## config.mk

```make
export PLATFORM = sky130hd
export DESIGN_NAME = mips_decode_issue
export DESIGN_NICKNAME = d
export VERILOG_FILES = /design/src/rtl/mips_pkg.sv /design/src/rtl/mips_regfile.sv /design/src/rtl/mips_decode_issue.sv
export SDC_FILE = /design/constraint.sdc
export NUM_CORES = 2
export LEC_CHECK = 0
export CORE_ASPECT_RATIO = 1.5
export CORE_MARGIN = 10
export CORE_UTILIZATION = 61
export CTS_CLUSTER_SIZE = 14
export DETAILED_ROUTE_END_ITERATION = 12
export GPL_TIMING_DRIVEN = 0
export PLACE_DENSITY = 0.9
export SLEW_MARGIN = 20
export SYNTH_ARGS = -nofsm -noshare
export SYNTH_HDL_FRONTEND = slang
export SYNTH_HIERARCHICAL = 1
export SYNTH_SLANG_ARGS = --single-unit
```

## constraint.sdc

```tcl
create_clock -name clk -period 6 [get_ports clk]
set_clock_uncertainty 0.05 [all_clocks]
set_input_delay 1.2 -clock clk [delete_from_list [all_inputs] [get_ports clk]]
set_output_delay 1.2 -clock clk [all_outputs]
set_load 0.01 [all_outputs]
```

## src/rtl/mips_pkg.sv

```systemverilog
// mips_pkg: opcode/funct constants, decode result and the bundle
// handed from decode/issue to the ALU execute stage.
package mips_pkg;

    localparam int DATA_W = 32;

    localparam logic [5:0] OP_RTYPE = 6'h00;
    localparam logic [5:0] OP_ADDI  = 6'h08;
    localparam logic [5:0] OP_ADDIU = 6'h09;
    localparam logic [5:0] OP_BEQ   = 6'h04;
    localparam logic [5:0] OP_BNE   = 6'h05;
    localparam logic [5:0] OP_LW    = 6'h23;
    localparam logic [5:0] OP_SW    = 6'h2B;
    localparam logic [5:0] OP_MUL   = 6'h3E;

    localparam logic [5:0] FN_ADD  = 6'h20;
    localparam logic [5:0] FN_ADDU = 6'h21;
    localparam logic [5:0] FN_SUB  = 6'h22;
    localparam logic [5:0] FN_SUBU = 6'h23;
    localparam logic [5:0] FN_AND  = 6'h24;
    localparam logic [5:0] FN_OR   = 6'h25;
    localparam logic [5:0] FN_NOR  = 6'h27;
    localparam logic [5:0] FN_SLT  = 6'h2A;

    typedef struct packed {
        logic [5:0]        opcode;
        logic [5:0]        alu_control;
        logic [4:0]        shamt;
        logic [15:0]       immediate;
        logic [DATA_W-1:0] rs_content;
        logic [DATA_W-1:0] rt_content;
        logic [4:0]        dest;
        logic              reg_write;
        logic              mem_read;
        logic              mem_write;
    } ex_bundle_t;

    typedef struct packed {
        logic       legal;
        logic       uses_rt;
        logic [4:0] dest;
        logic       reg_write;
        logic       mem_read;
        logic       mem_write;
        logic [5:0] alu_control;
    } dec_t;

    function automatic dec_t decode(input logic [31:0] instr);
        dec_t       d;
        logic [5:0] op;
        logic [5:0] fn;
        op = instr[31:26];
        fn = instr[5:0];
        d  = '0;
        unique case (op)
            OP_RTYPE: begin
                d.uses_rt     = 1'b1;
                d.dest        = instr[15:11];
                d.alu_control = fn;
                unique case (fn)
                    FN_ADD, FN_ADDU, FN_SUB, FN_SUBU,
                    FN_AND, FN_OR, FN_NOR, FN_SLT: d.legal = 1'b1;
                    default: d.legal = 1'b0;
                endcase
            end
            OP_MUL: begin
                d.legal   = 1'b1;
                d.uses_rt = 1'b1;
                d.dest    = instr[15:11];
            end
            OP_ADDI, OP_ADDIU: begin
                d.legal = 1'b1;
                d.dest  = instr[20:16];
            end
            OP_LW: begin
                d.legal    = 1'b1;
                d.dest     = instr[20:16];
                d.mem_read = 1'b1;
            end
            OP_SW: begin
                d.legal     = 1'b1;
                d.uses_rt   = 1'b1;
                d.mem_write = 1'b1;
            end
            OP_BEQ, OP_BNE: begin
                d.legal   = 1'b1;
                d.uses_rt = 1'b1;
            end
            default: d.legal = 1'b0;
        endcase
        // r0 as destination never produces a write or a scoreboard entry
        d.reg_write = d.legal && (d.dest != 5'd0);
        return d;
    endfunction

endpackage

```

## src/rtl/mips_regfile.sv

```systemverilog
// mips_regfile: 2R/1W register file, r0 hardwired to zero,
// same-cycle write data bypassed into both read ports.
module mips_regfile #(
    parameter int NREGS = 32,
    parameter int XLEN  = 32,
    parameter int AW    = $clog2(NREGS)
) (
    input  logic            clk,
    input  logic            rst_n,
    input  logic [AW-1:0]   i_raddr_a,
    input  logic [AW-1:0]   i_raddr_b,
    output logic [XLEN-1:0] o_rdata_a,
    output logic [XLEN-1:0] o_rdata_b,
    input  logic            i_we,
    input  logic [AW-1:0]   i_waddr,
    input  logic [XLEN-1:0] i_wdata
);

    logic [XLEN-1:0] r_mem [NREGS];

    always_ff @(posedge clk) begin
        if (!rst_n) begin
            for (int i = 0; i < NREGS; i++) begin
                r_mem[i] <= '0;
            end
        end else if (i_we && (i_waddr != '0)) begin
            r_mem[i_waddr] <= i_wdata;
        end
    end

    always_comb begin
        o_rdata_a = r_mem[i_raddr_a];
        if (i_raddr_a == '0) begin
            o_rdata_a = '0;
        end else if (i_we && (i_waddr == i_raddr_a)) begin
            o_rdata_a = i_wdata;
        end
    end

    always_comb begin
        o_rdata_b = r_mem[i_raddr_b];
        if (i_raddr_b == '0) begin
            o_rdata_b = '0;
        end else if (i_we && (i_waddr == i_raddr_b)) begin
            o_rdata_b = i_wdata;
        end
    end

endmodule

```

## src/rtl/mips_decode_issue.sv

```systemverilog
// mips_decode_issue: decode, operand read, scoreboard hazard check
// and a held output bundle for the ALU execute stage.
module mips_decode_issue
    import mips_pkg::*;
#(
    parameter int NREGS = 32,
    parameter int XLEN  = 32
) (
    input  logic            clk,
    input  logic            rst_n,
    input  logic            if_valid,
    input  logic [31:0]     if_instr,
    output logic            if_ready,
    input  logic            wb_en,
    input  logic [4:0]      wb_addr,
    input  logic [XLEN-1:0] wb_data,
    input  logic            flush,
    output logic            ex_valid,
    input  logic            ex_ready,
    output logic [5:0]      ex_opcode,
    output logic [5:0]      ex_alu_control,
    output logic [4:0]      ex_shamt,
    output logic [15:0]     ex_immediate,
    output logic [XLEN-1:0] ex_rs_content,
    output logic [XLEN-1:0] ex_rt_content,
    output logic [4:0]      ex_dest,
    output logic            ex_reg_write,
    output logic            ex_mem_read,
    output logic            ex_mem_write,
    output logic            illegal
);

    logic [4:0]       w_rs;
    logic [4:0]       w_rt;
    dec_t             w_dec;
    logic [XLEN-1:0]  w_rs_data;
    logic [XLEN-1:0]  w_rt_data;
    logic             w_clr_rs;
    logic             w_clr_rt;
    logic             w_hazard;
    logic             w_accept;
    logic [NREGS-1:0] w_busy_nxt;
    ex_bundle_t       w_bundle;

    logic [NREGS-1:0] r_busy;
    ex_bundle_t       r_ex;
    logic             r_ex_valid;
    logic             r_illegal;

    assign w_rs  = if_instr[25:21];
    assign w_rt  = if_instr[20:16];
    assign w_dec = decode(if_instr);

    mips_regfile #(
        .NREGS (NREGS),
        .XLEN  (XLEN),
        .AW    (5)
    ) u_regfile (
        .clk       (clk),
        .rst_n     (rst_n),
        .i_raddr_a (w_rs),
        .i_raddr_b (w_rt),
        .o_rdata_a (w_rs_data),
        .o_rdata_b (w_rt_data),
        .i_we      (wb_en),
        .i_waddr   (wb_addr),
        .i_wdata   (wb_data)
    );

    // A source retiring this cycle is already bypassed by the regfile
    assign w_clr_rs = wb_en && (wb_addr == w_rs);
    assign w_clr_rt = wb_en && (wb_addr == w_rt);

    assign w_hazard = w_dec.legal &&
                      ((r_busy[w_rs] && !w_clr_rs) ||
                       (w_dec.uses_rt && r_busy[w_rt] && !w_clr_rt) ||
                       r_busy[w_dec.dest]);

    assign if_ready = !w_hazard && (!r_ex_valid || ex_ready) && !flush;
    assign w_accept = if_valid && if_ready;

    always_comb begin
        w_bundle             = '0;
        w_bundle.opcode      = if_instr[31:26];
        w_bundle.alu_control = w_dec.alu_control;
        w_bundle.shamt       = if_instr[10:6];
        w_bundle.immediate   = if_instr[15:0];
        w_bundle.rs_content  = w_rs_data;
        w_bundle.rt_content  = w_rt_data;
        w_bundle.dest        = w_dec.dest;
        w_bundle.reg_write   = w_dec.reg_write;
        w_bundle.mem_read    = w_dec.mem_read;
        w_bundle.mem_write   = w_dec.mem_write;
    end

    // Clears first, so a set on the same register wins
    always_comb begin
        w_busy_nxt = r_busy;
        if (flush && r_ex_valid && r_ex.reg_write) begin
            w_busy_nxt[r_ex.dest] = 1'b0;
        end
        if (wb_en) begin
            w_busy_nxt[wb_addr] = 1'b0;
        end
        if (w_accept && w_dec.reg_write) begin
            w_busy_nxt[w_dec.dest] = 1'b1;
        end
    end

    always_ff @(posedge clk) begin
        if (!rst_n) begin
            r_busy     <= '0;
            r_ex       <= '0;
            r_ex_valid <= 1'b0;
            r_illegal  <= 1'b0;
        end else begin
            r_busy    <= w_busy_nxt;
            r_illegal <= w_accept && !w_dec.legal;
            if (flush) begin
                r_ex_valid <= 1'b0;
            end else if (w_accept) begin
                r_ex_valid <= w_dec.legal;
                if (w_dec.legal) begin
                    r_ex <= w_bundle;
                end
            end else if (ex_ready) begin
                r_ex_valid <= 1'b0;
            end
        end
    end

    assign ex_valid       = r_ex_valid;
    assign ex_opcode      = r_ex.opcode;
    assign ex_alu_control = r_ex.alu_control;
    assign ex_shamt       = r_ex.shamt;
    assign ex_immediate   = r_ex.immediate;
    assign ex_rs_content  = r_ex.rs_content;
    assign ex_rt_content  = r_ex.rt_content;
    assign ex_dest        = r_ex.dest;
    assign ex_reg_write   = r_ex.reg_write;
    assign ex_mem_read    = r_ex.mem_read;
    assign ex_mem_write   = r_ex.mem_write;
    assign illegal        = r_illegal;

endmodule

```

==> key figures <==
Run status
  – Status: finished, final reports clean

Floorplan
  – Die Ht: 411 um
  – Die width: 280 um
  – Starting Density: 0.613
  – I/O pins: 183
  – Core ar.: 101000 um^2
  – Rows: 143
  – Die area: 115000 um^2

STA
  – Slew HR: 0.0836
  – Fmax: 0.168 GHz
  – Worst slew pin tran: 1370 ps
  – Period utilization: 0.991
  – Final hold violations: 0
  – Pins Over Slew Limit: 0
  – Endpoints failing setup: 0
  – Final setup margin: 54.7 ps
  – Tmin final: 5950 ps

Worst setup path
  – Critical path arrival: 4700 ps
  – FF-to-FF Start: r_busy[24]
  – Crit Path Max Fanout: 10
  – CP Capture Type: output port
  – Nature of the critical path startpoint: input pin
  – CP startpoint: if_instr[17]
  – Critical path data required time: 4750 ps
  – Setup Crit Path Kind: input pin to output port

Clock network
  – CTS tree: done
  – Clk sinks: 1158
  – H-tree depth: 3
  – Worst skew pair latency: 790 ps
  – CTS Hold Bufs: 0
  – CTS max path bufs: 3
  – TritonCTS Buffers: 108
  – Worst-path clk slew: 60 ps
  – Clk root buf: clkbuf_16

Power
  – PwrDens: 271 nW/um^2
  – Gate power share: 0.144
  – Psw: 0.00522 W
  – Seq pwr share: 0.489
  – Power Internal: 0.0140 W
  – Sw Share: 0.271
  – Worst vdd ir: 0.000273 V
  – P_leak: 24.5 nW
  – Clock Power Share: 0.367

Placed design
  – I/O Buffers: 172
  – Dpl cell area: 67000 um^2
  – Pre-CTS setup slack: -761 ps
  – RD Place Congestion: 1.17
  – HPWL Detailed: 194 mm

Yosys
  – Synth Cell Area: 62000 um^2
  – Async SR Flop Fraction: 0
  – Primary FF master, synth: edfxtp_1
  – Synth cell types: 76
  – EDFF count, synth: 1024
  – Sequential fraction of the synthesis area: 0.539
  – FF+latch count, synth: 1158
  – Synth Instances: 4544
  – Synth Warn #: 6
  – Avg Cell Area, Syn: 13.6 um^2

Flow run
  – Max Cap Viol: 0

Drt
  – Routed length per placed instance: 42.7 um
  – Detailed Route Iter0 Violations: 9932
  – Remaining DRCs: 0
  – WL final: 270 mm
  – Detail Route Antenna Nets: 0
  – Via count: 49053
  – Vias per cell: 7.76
  – First-pass detailed-route iteration total: 8

GRT
  – GRT Total Usage: 0.464
  – Overflow after GRT: 0
  – Initial antenna violation count: 23
  – Largest net degree at the start of global routing: 21
  – Vias in the first global route: 46878
  – First-pass GRT wire length: 364 mm

Hold path
  – Worst hold path startpoint: ex_alu_control[4]
  – Worst hold path class: register to register

Final layout
  – Layout cells sized above 1: 0.191
  – Layout Area Growth over Synthesis: 14.2%
  – Nets: 4980
  – Finished Cell Area: 70800 um^2
  – Fillers: 6680
==> power groups by stage <==
stage	combinational, W	clock (W)	sequential (W)
floorplan	0.00138	0	0.00947
global placement	0.00238	0	0.00954
detailed placement	0.00253	0	0.00953
CTS	0.00255	0.00698	0.00937
global route	0.00271	0.00731	0.00941
finish	0.00277	0.00705	0.00939
==> cell families (layout without fill, tap and decap cells) <==
family | Yosys count | after routing | share of synthesized area
buffers and inverters | 484 | 906 | 0.0365
xor gates and xnor gates | 21 | 21 | 0.00297
muxes | 834 | 834 | 0.216
other | 1 | 54 | 0.0000605
AOI/OAI and AO/OA | 585 | 585 | 0.0669
DFF | 1158 | 1158 | 0.539
and+or+nand+nor | 1461 | 1461 | 0.138
==> worst max-delay path, stage by stage <==
cell and delay (ps):
clkdlybuf4s50_1 650, clkbuf_8 290, mux4_2 360, mux2i_1 230, mux4_2 290, a311oi_1 70, a311oi_2 420, nand4_1 230
nor3_2 290, a21o_1 130, clkdlybuf4s50_1 540
==> registers in the layout, summed over array words and instances (netlist names) <==
signal           cells
ex_reg_write         1
ex_immediate        12
ex_opcode            6
ex_mem_write         1
illegal              1
ex_alu_control       6
u_regfile/r_mem   1024
ex_shamt             4
ex_valid             1
r_busy              32
ex_rt_content       32
ex_dest              5
ex_mem_read          1
ex_rs_content       32
==> synth_stat cells (all sizes together) (30+ instances only) <==
cell type | n | area (um^2)
edfxtp | 1024 | 30700
and2 | 997 | 6240
mux4 | 396 | 8920
mux2i | 353 | 3530
clkbuf | 322 | 1210
buf | 149 | 1010
nor2 | 137 | 517
dfxtp | 134 | 2680
o21ai | 125 | 626
nand2 | 112 | 423
a22oi | 86 | 651
mux2 | 85 | 957
o22ai | 81 | 507
nor2b | 58 | 363
o221ai | 39 | 342
a21oi | 38 | 190
a211oi | 36 | 275
a32o | 32 | 320
o2111ai | 31 | 272
a31oi | 30 | 188
nor3 | 30 | 160
==> worst paths after layout <==
check | end | slack, ps | depth (start not counted)
max | if_ready | 50 | 11
min | ex_alu_control[4] | 380 | 2
max reg2reg | ex_rs_content[4] | 1690 | 12
min reg2reg | ex_alu_control[4] | 380 | 2
==> through the flow <==
stage / cells / hold slack [ps] / utilization / power, W / TNS [ps]
2_1_floorplan: 4575 / 404 / - / 0.0109 / 0
3_3_place_gp: 6052 / 372 / 0.648 / 0.0119 / -2141420
3_5_place_dp: 6094 / 370 / 0.663 / 0.0121 / -30660
4_1_cts: 6296 / 379 / 0.698 / 0.0189 / 0
5_1_grt: 6304 / 399 / 0.700 / 0.0194 / -15.2
6_report: 6324 / 380 / 0.700 / 0.0192 / 0
==> placed cells by master, fill, tap and decap left out, types with 16 or more instances in the layout <==
cell / netlist / layout
and2_1: 995 / 995
nor2_1: 136 / 131
a32o_1: 32 / 32
buf_16: 0 / 38
a22oi_1: 85 / 85
o2111ai_1: 31 / 31
o221ai_1: 39 / 39
buf_2: 78 / 82
nor3_1: 28 / 27
diode_2: 0 / 22
clkinv_2: 0 / 23
nand2_1: 111 / 111
a21oi_1: 38 / 36
clkdlybuf4s50_1: 0 / 170
o21ai_4: 0 / 32
clkbuf_16: 0 / 111
a31oi_1: 30 / 28
buf_6: 27 / 27
mux2i_1: 353 / 350
o21ai_0: 108 / 76
mux2_2: 85 / 85
o22ai_1: 81 / 80
clkbuf_1: 322 / 318
clkbuf_2: 0 / 31
a2111oi_0: 16 / 16
nand3_1: 25 / 25
mux4_2: 396 / 396
dfxtp_1: 134 / 134
conb_1: 1 / 32
o21ai_1: 17 / 16
and3_1: 22 / 22
a211oi_1: 35 / 34
edfxtp_1: 1024 / 1024
buf_4: 26 / 31
nor2b_1: 58 / 58
==> layout make-up <==
cell class                      count  area (um^2)  share of cell area
Sequential cell                  1158        33400               0.472
Multi-Input combinational cell   2933        26900               0.381
Clock buffer                      146         3000              0.0424
Timing Repair Buffer              220         2890              0.0408
Buffer                            471         2280              0.0322
Tap cell                         1305         1630              0.0231
Clock inverter                     56          519             0.00733
Antenna cell                       22         55.1            0.000778
Inverter                           13         50.0            0.000707
==> repair_timing <==
item                                    in CTS  in global routing
endpoints found under the setup margin       1                  1
setup buffers                                0                  4
cloned                                       0                  0
pin swaps                                    0                  2
gates resized for setup                     18                 22
==> layer usage <==
layer  wire [um]  part of all wire  GRT usage  up-vias
li1            -                 -          -    18055
met1       75700              0.28      0.495    23496
met2      116000              0.43      0.677     5744
met3       46400              0.17      0.215     1738
met4       31800              0.12      0.425       20
met5         425            0.0016     0.0151        -
Note: power is estimated with default switching activity, not from simulation.
